[config.mk]
export PLATFORM = sky130hd
export DESIGN_NAME = nn_seq
export DESIGN_NICKNAME = d
export VERILOG_FILES = /design/src/rtl/nn_seq.sv
export SDC_FILE = /design/constraint.sdc
export NUM_CORES = 1
export LEC_CHECK = 0
export CAP_MARGIN = 20
export CORE_MARGIN = 2
export CORE_UTILIZATION = 55
export DETAILED_ROUTE_END_ITERATION = 10
export GPL_TIMING_DRIVEN = 0
export PLACE_DENSITY = 0.88
export SETUP_SLACK_MARGIN = 0.05
export SLEW_MARGIN = 20
export SYNTH_ARGS = -nofsm -noshare
export SYNTH_HDL_FRONTEND = slang
export SYNTH_SLANG_ARGS = --single-unit
[constraint.sdc]
create_clock -name clk -period 4.9 [get_ports clk]
set_clock_uncertainty 0.2 [all_clocks]
set_input_delay 0.49 -clock clk [delete_from_list [all_inputs] [get_ports clk]]
set_output_delay 0.49 -clock clk [all_outputs]
set_load 0.01 [all_outputs]
[src/rtl/nn_seq.sv]
// Frame sequencer for a pixel-buffer inference core: loads one frame from a
// byte stream, starts the core, waits for completion or timeout, and hands off the result.
module nn_seq #(
  parameter int N_IN    = 784,
  parameter int TIMEOUT = 65536
) (
  input  logic        clk,
  input  logic        rst_n,
  input  logic        s_valid,
  output logic        s_ready,
  input  logic [7:0]  s_data,
  input  logic        s_last,
  output logic        nn_pix_we,
  output logic [9:0]  nn_pix_addr,
  output logic [7:0]  nn_pix_data,
  output logic        nn_start,
  input  logic        nn_done,
  input  logic [3:0]  nn_predicted,
  output logic        res_valid,
  input  logic        res_ready,
  output logic [3:0]  res_class,
  output logic        res_timeout,
  output logic [31:0] res_cycles,
  output logic        busy,
  output logic        err_len
);

  typedef enum logic [2:0] {
    LOAD,
    DRAIN,
    START,
    WAIT_DONE,
    RELEASE,
    RESULT
  } state_t;

  localparam logic [9:0]  LAST_IDX    = 10'(N_IN - 1);
  localparam logic [31:0] TIMEOUT_CYC = 32'(TIMEOUT);

  state_t      state_q, state_d;
  logic [9:0]  count_q, count_d;
  logic [31:0] cyc_q, cyc_d;
  logic        ready_en_q;

  logic        we_d;
  logic [9:0]  addr_d;
  logic [7:0]  data_d;
  logic        start_d;
  logic        valid_d;
  logic [3:0]  class_d;
  logic        timeout_d;
  logic [31:0] cycles_d;
  logic        err_d;
  logic        beat;

  // The stream is only offered once the first clock edge after reset has passed.
  assign s_ready = ready_en_q && (state_q == LOAD || state_q == DRAIN);
  assign beat    = s_valid && s_ready;
  assign busy    = !(state_q == LOAD && count_q == '0);

  // NOTE: every output of this block gets a default before the case so no path
  // leaves a variable unassigned, which would otherwise infer a latch.
  always_comb begin
    state_d   = state_q;
    count_d   = count_q;
    cyc_d     = cyc_q;
    we_d      = 1'b0;
    addr_d    = nn_pix_addr;
    data_d    = nn_pix_data;
    err_d     = 1'b0;
    start_d   = 1'b0;
    valid_d   = res_valid;
    class_d   = res_class;
    timeout_d = res_timeout;
    cycles_d  = res_cycles;

    case (state_q)
      LOAD: begin
        if (beat) begin
          we_d   = 1'b1;
          addr_d = count_q;
          data_d = s_data;
          if (count_q == LAST_IDX) begin
            count_d = '0;
            if (s_last) begin
              state_d = START;
            end else begin
              err_d   = 1'b1;
              state_d = DRAIN;
            end
          end else if (s_last) begin
            // Short frame: written but never inferred on.
            count_d = '0;
            err_d   = 1'b1;
          end else begin
            count_d = count_q + 10'd1;
          end
        end
      end

      DRAIN: begin
        if (beat && s_last) state_d = LOAD;
      end

      START: begin
        start_d = 1'b1;
        cyc_d   = 32'd1;
        state_d = WAIT_DONE;
      end

      WAIT_DONE: begin
        start_d = 1'b1;
        if (nn_done) begin
          class_d   = nn_predicted;
          timeout_d = 1'b0;
          cycles_d  = cyc_q;
          start_d   = 1'b0;
          state_d   = RELEASE;
        end else if (cyc_q >= TIMEOUT_CYC) begin
          class_d   = 4'hF;
          timeout_d = 1'b1;
          cycles_d  = TIMEOUT_CYC;
          start_d   = 1'b0;
          state_d   = RELEASE;
        end else if (cyc_q != '1) begin
          cyc_d = cyc_q + 32'd1;
        end
      end

      RELEASE: begin
        // Wait for the core to drop done so the next start is seen as fresh.
        if (!nn_done) begin
          valid_d = 1'b1;
          state_d = RESULT;
        end
      end

      RESULT: begin
        if (res_ready) begin
          valid_d = 1'b0;
          state_d = LOAD;
        end
      end

      default: state_d = LOAD;
    endcase
  end

  // NOTE: sequential state uses non-blocking assignments so every register
  // samples the pre-edge values regardless of statement order.
  always_ff @(posedge clk or negedge rst_n) begin
    if (!rst_n) begin
      state_q     <= LOAD;
      count_q     <= '0;
      cyc_q       <= '0;
      ready_en_q  <= 1'b0;
      nn_pix_we   <= 1'b0;
      nn_pix_addr <= '0;
      nn_pix_data <= '0;
      nn_start    <= 1'b0;
      res_valid   <= 1'b0;
      res_class   <= '0;
      res_timeout <= 1'b0;
      res_cycles  <= '0;
      err_len     <= 1'b0;
    end else begin
      state_q     <= state_d;
      count_q     <= count_d;
      cyc_q       <= cyc_d;
      ready_en_q  <= 1'b1;
      nn_pix_we   <= we_d;
      nn_pix_addr <= addr_d;
      nn_pix_data <= data_d;
      nn_start    <= start_d;
      res_valid   <= valid_d;
      res_class   <= class_d;
      res_timeout <= timeout_d;
      res_cycles  <= cycles_d;
      err_len     <= err_d;
    end
  end

endmodule

==> results.cfg, run 1 <==
[route]
drtAntennaViolNets = 0
vias = 3594
drtIter0Drc = 151
drt_wl_total_um = 9790
vias_per_cell = 5.32
drc = 0
wl_per_cell_um = 14.5
dr.pass1.iters = 4

[finish]
final_layout_size_suffix_gt1_share_pct = 7.71
diodes = 0
area_growth_syn_to_layout_pct = 25.6
nFillCells = 618
fin_cells = 676
finish.utilization_pct = 70.7
nets = 588

[flow_run]
drv_cap = 0

[global_routing]
grt_max_degree = 64
grt_pass1_vias = 3538
grt_pass1_wl_um = 16400
antenna_found_initial = 0
overflow = 0
grtUsageTotal_pct = 23.0

[sta]
fin_crit_sh_pct = 53.7
finalMaxSlewViolations = 0
grt_setup_unrepaired = false
max_slew_margin_pct = 56.3
fmax_mhz = 380
setup_viol = 0
worst_pin_slew_ns = 0.656
fin_ws_ns = 2.27
tns_ns = 0
finalHoldViolCount = 0
min_period_ns = 2.63

[synth]
synth.distinct_cells = 44
synth_top_area_share_pct = 57.1
yosys_register_bits = 105
syn_area_sq_um = 4600
synth_nets = 497
ys_warn_count = 0
synth-seq-area-share_pct = 57.1
yosys.area.top_type = dfrtp_1
yosys-top-cells-area = dfrtp_1, nand2_1, o21ai_0
postSynthCellCount = 475
syn_area_per_cell_sq_um = 9.69

[power_and_ir_drop]
vdd_ir_drop_max_mv = 0.250
leakagePower_nw = 2.59
p_per_area_nw_per_um2 = 424
combinationalPowerShare_pct = 31.5
internal_power_w = 0.00163
p_seq_share_pct = 44.0
p_sw_w = 0.000821
pwr-share-clk_pct = 24.6
p_sw_share_pct = 33.5

[floorplan]
fp-row-count = 33
die_area_sq_um = 9120
io_pins = 79
start_util_pct = 56.3
dieWidth_um = 95.5
core_area_sq_um = 8180
die_y_um = 95.5

[worst_setup_path]
startpoint = count_q[7]$_DFFE_PN0P_
critPathSlowestCell = clkdlybuf4s50_1
worstPathMaxFanout = 5
cp-end-kind = output port
crit_type = reg2out
reg2regPathDepth = 6
required_ns = 4.21
crit_arrival_ns = 1.94
worstSetupStartpointType = register
path_delay_family = simple AND/OR/NAND/NOR gates
worstReg2RegStart = cyc_q[24]$_DFFE_PN0P_
r2r_slack_ns = 2.55
cp_num_buf_inv = 1
path_cells = nor4_1, nand4_1, clkdlybuf4s50_1
cpPeakStageDelay_ns = 0.52
cp_num_cells = 3

[clock_network]
post_cts_buffers = 0
cts.sinks = 105
cts.repair.resized = 0
cts_tree = yes
clk_pin_slew_worst_paths_ns = 0.10
numCtsBuffers = 9
cts-root-buf = clkbuf_8
clk_path_buf_depth = 2
ctsHtreeMaxLevel = 3
clock_latency_ns = 0.37

[place]
dp_hpwl_um = 7050
port_buffers = 78
dpl_worst_slack_ns = 2.18
dpl.cell_count = 659
gp_congestion = 0.835

[outcome]
status = finished, final reports clean

[min_path]
hold_start = nn_pix_data[3]$_DFFE_PN0P_
hold_path_class = reg2reg
holdPathStages = 2
==> layer usage <==
metal  share of wire [%]  wire length (um)  GRT usage (%)  vias to the layer above
met3                 5.5               538           6.80                       13
met2                  51              4960           40.1                       96
met5                   0                 0              0                        -
met4                 1.3               124           5.95                        0
met1                  42              4160           28.2                     1748
li1                    -                 -              -                     1737
==> cell usage in the layout, fill, tap and decap left out, drive strengths merged, types with 3 or more instances in the layout <==
cell type,netlist,final
and4,3,3
xnor2,17,17
nor4,12,12
buf,12,14
o21ai,45,45
nand3,15,15
nand4,6,6
clkbuf,14,24
and2,3,3
nor2b,22,22
xor2,3,3
ha,4,4
and3,5,5
dfrtp,105,105
nor2,32,32
nor3,15,15
nand2,131,131
inv,12,15
clkdlybuf4s50,0,77
==> final timing paths <==
kind                                              endpoint
worst min-delay path            nn_pix_data[3]$_DFFE_PN0P_
worst max-delay path                                  busy
worst max register to register        cyc_q[2]$_DFFE_PN0P_
worst min register to register  nn_pix_data[3]$_DFFE_PN0P_
min in group asynchronous         res_class[0]$_DFFE_PN0P_
max in group asynchronous                err_len$_DFF_PN0_
==> cell families after synthesis <==
family                     Yosys count  synth area share (%)
and+or+nand+nor                    251                  25.8
DFF                                105                  57.1
AOI/OAI and AO/OA                   53                  6.85
buffers and inverters               38                  4.62
xor gates and xnor gates            20                  3.81
adders and majority gates            4                  1.09
muxes                                3                 0.707
other                                1                0.0815
==> synth_stat cells <==
cell and instances:
nand2_1 130, dfrtp_1 105, o21ai_0 42, nor2_1 32, nor2b_1 22, xnor2_1 17, nand3_1 15, clkbuf_1 14
nor3_1 14, inv_1 11, buf_6 9, nor4_1 9, and3_1 5, nand4_1 5, ha_1 4, and2_1 3
and4_1 3, o21ai_2 3, xor2_1 3, buf_2 2, mux2_2 2, nand2b_1 2, nor4_4 2, a211oi_1 1
a22o_1 1, a31oi_1 1, a32o_1 1, and2b_1 1, and2b_2 1, buf_1 1, conb_1 1, inv_2 1
mux2i_1 1, nand2_2 1, nand4_2 1, nor3_2 1, nor4_2 1, o21bai_1 1, o22a_2 1, o31ai_1 1
o31ai_4 1, or2_1 1, or2_2 1, or3_1 1
==> flip-flops by register name, summed over array words and instances, names as in the netlist <==
name	flops
count_q	10
cyc_q	32
err_len	1
nn_pix_addr	10
nn_pix_data	8
nn_pix_we	1
nn_start	1
ready_en_q	1
res_class	4
res_cycles	32
res_timeout	1
res_valid	1
state_q	3
==> power groups by stage <==
stage	Combinational, W	Clock (W)	Sequential [W]
floorplan	0.000398	0	0.00112
global placement	0.000742	0	0.00109
detailed placement	0.000773	0	0.00109
CTS	0.000778	0.000608	0.00107
global route	0.000860	0.000644	0.00109
finish	0.000770	0.000601	0.00108
==> per-stage QoR <==
step / cell area, sq um / power [W] / hold slack, ns
2_1_floorplan: 4600 / 0.00152 / -0.00559
3_3_place_gp: 5520 / 0.00183 / 0.258
3_5_place_dp: 5540 / 0.00186 / 0.231
4_1_cts: 5780 / 0.00246 / 0.288
5_1_grt: 5780 / 0.00260 / 0.301
6_report: 5780 / 0.00245 / 0.283
==> timing repair <==
item | 4_1_cts | 5_1_grt
hold endpoints to repair | 42 | 0
endpoints found under the setup margin | 0 | 0
hold buffers | 1 | 0
==> worst reg2reg max path, delay by kind of cell (launching register included) <==
family          cells  cell delay [ns]
simple gates        3             0.82
flops               1             0.43
buf+inv             1             0.26
compound gates      1             0.17
mux                 1             0.36
==> area by class of cell <==
class                           count  area [sq um]  share of cell area (%)
Tap cell                          105           131                    2.27
Buffer                             26           168                    2.90
Multi-Input combinational cell    332          1760                    30.5
Clock buffer                       10           128                    2.21
Sequential cell                   105          2630                    45.5
Inverter                           12          45.0                   0.779
Clock inverter                      6          97.6                    1.69
Timing Repair Buffer               80           820                    14.2
No activity file was read; power rests on OpenSTA's default activity.
==> run 2, diff against run 1 <==
CORE_UTILIZATION = 53   (was 55)
PLACE_DENSITY = 0.86   (was 0.88)
clock period = 2.7 ns   (was 4.9 ns; I/O delays follow)
==> results.cfg, run 2 (synthesis results as in run 1) <==
[power_and_ir_drop]
p_per_area_nw_per_um2 = 748
vdd_ir_drop_max_mv = 0.419
p_total_w = 0.00429
p_seq_share_pct = 45.6
internal_power_w = 0.00284
p_sw_w = 0.00145
p_sw_share_pct = 33.8
leakagePower_nw = 2.57
combinationalPowerShare_pct = 32.5
pwr-share-clk_pct = 21.9

[worst_setup_path]
worstPathMaxFanout = 8
r2r_slack_ns = 0.42
worstReg2RegStart = cyc_q[24]$_DFFE_PN0P_
reg2regPathDepth = 6
r2r_end = cyc_q[2]$_DFFE_PN0P_
endpoint = busy
required_ns = 2.23
crit_type = reg2out
crit_arrival_ns = 1.90
startpoint = count_q[2]$_DFFE_PN0P_
cp-end-kind = output port
worstSetupStartpointType = register

[global_routing]
grtUsageTotal_pct = 21.7
overflow = 0
grt_pass1_vias = 3681
grt_pass1_wl_um = 16900
antenna_found_initial = 0
grt_max_degree = 80

[finish]
final_layout_size_suffix_gt1_share_pct = 7.54
final_common_cell = nand2_1
nets = 588
diodes = 0
area_growth_syn_to_layout_pct = 24.7
reg_top3 = cyc_q (32), res_cycles (32)
layout_common_cells = nand2_1, dfrtp_1, clkdlybuf4s50_1
nFillCells = 638
design_area_sq_um = 5740
fin_cells = 675
finish.utilization_pct = 69.1

[route]
vias_per_cell = 5.32
vias = 3594
drtAntennaViolNets = 0
wl_per_cell_um = 14.6
drc = 0
drt_wl_total_um = 9830
drtIter0Drc = 140
dr.pass1.iters = 4

[sta]
worst_pin_slew_ns = 0.609
min_period_ns = 2.37
finalMaxSlewViolations = 0
fmax_mhz = 422
grt_setup_unrepaired = false
finalHoldViolCount = 0
max_slew_margin_pct = 59.4
setup_viol = 0
fin_crit_sh_pct = 87.7

[floorplan]
core_area_sq_um = 8300
start_util_pct = 55.5
die_area_sq_um = 9450
io_pins = 79
die_y_um = 97.2
fp-row-count = 33
dieWidth_um = 97.2

[min_path]
hold_path_class = in2async

[outcome]
status = finished, final reports clean

[place]
dp_hpwl_um = 7100
port_buffers = 78
placed_area_sq_um = 5540
dpl.cell_count = 659
gp_congestion = 0.826

[clock_network]
ctsHtreeMaxLevel = 3
cts_tree = yes
cts-root-buf = clkbuf_8
numCtsBuffers = 9
clk_path_buf_depth = 2
cts.sinks = 105
clk_pin_slew_worst_paths_ns = 0.09
clock_latency_ns = 0.36
post_cts_buffers = 0

[flow_run]
drv_cap = 0
==> run 2: changes by cell type in the layout (fill, tap and decap cells not counted), sizes merged <==
cell	change
bufinv	-1
inv	-2
clkinv	+1
clkinvlp	+1
==> run 2: final cells by class <==
class                           instances  area [sq um]  area share (%)
Timing Repair Buffer                   80           820            14.3
Inverter                               12          45.0           0.785
Sequential cell                       105          2630            45.8
Tap cell                              105           131            2.29
Clock buffer                           10           128            2.22
Clock inverter                          5          56.3           0.981
Multi-Input combinational cell        332          1760            30.7
Buffer                                 26           168            2.92
==> run 2: worst min path at each step <==
stage                                          start  cells after the start                         end  slack (ns)
final                                          rst_n                      2  res_cycles[24]$_DFFE_PN0P_        0.13
after global routing                           rst_n                      2  res_cycles[24]$_DFFE_PN0P_        0.16
after CTS                                      rst_n                      2  res_cycles[24]$_DFFE_PN0P_        0.13
after detailed placement                       rst_n                      1  res_cycles[24]$_DFFE_PN0P_       -0.05
after global placement    nn_pix_data[3]$_DFFE_PN0P_                      2  nn_pix_data[3]$_DFFE_PN0P_        0.26
after floorplan                                rst_n                      0      count_q[0]$_DFFE_PN0P_       -0.23
==> run 2: power by group through the flow <==
stage / combinational, W / clock (W) / sequential (W)
3_3_place_gp: 0.00135 / 0 / 0.00197
4_1_cts: 0.00141 / 0.000957 / 0.00196
3_5_place_dp: 0.00140 / 0 / 0.00199
2_1_floorplan: 0.000723 / 0 / 0.00203
6_report: 0.00139 / 0.000938 / 0.00196
5_1_grt: 0.00155 / 0.00101 / 0.00199
==> run 2: metal layers <==
layer  wire (um)  share of wire [%]  up-vias  track usage (%)
met5           0                  0        -                0
met4         208                2.1        0             9.10
met3         571                5.8       17             4.75
met2        4860                 49      104             36.3
met1        4190                 43     1748             27.4
li1            -                  -     1725                -
==> run 2: repair_timing <==
action	CTS	global route
endpoints found under the hold margin	105	0
hold buffers	1	0
gates resized for setup	0	0
==> run 2: critical path, cell delays in order (launching register included) <==
cell             delay [ns]
dfrtp_1                0.37
clkbuf_1               0.18
nor4_1                 0.32
nand4_1                0.15
clkdlybuf4s50_1        0.51
==> run 2: stage by stage <==
stage | setup WS, ns | hold WS [ns] | setup TNS, ns
5_1_grt | 0.189 | 0.157 | 0
3_3_place_gp | -2.59 | 0.258 | -271.51
6_report | 0.331 | 0.126 | 0
4_1_cts | 0.318 | 0.132 | 0
3_5_place_dp | 0.161 | -0.0484 | 0
2_1_floorplan | 0.660 | -0.226 | 0
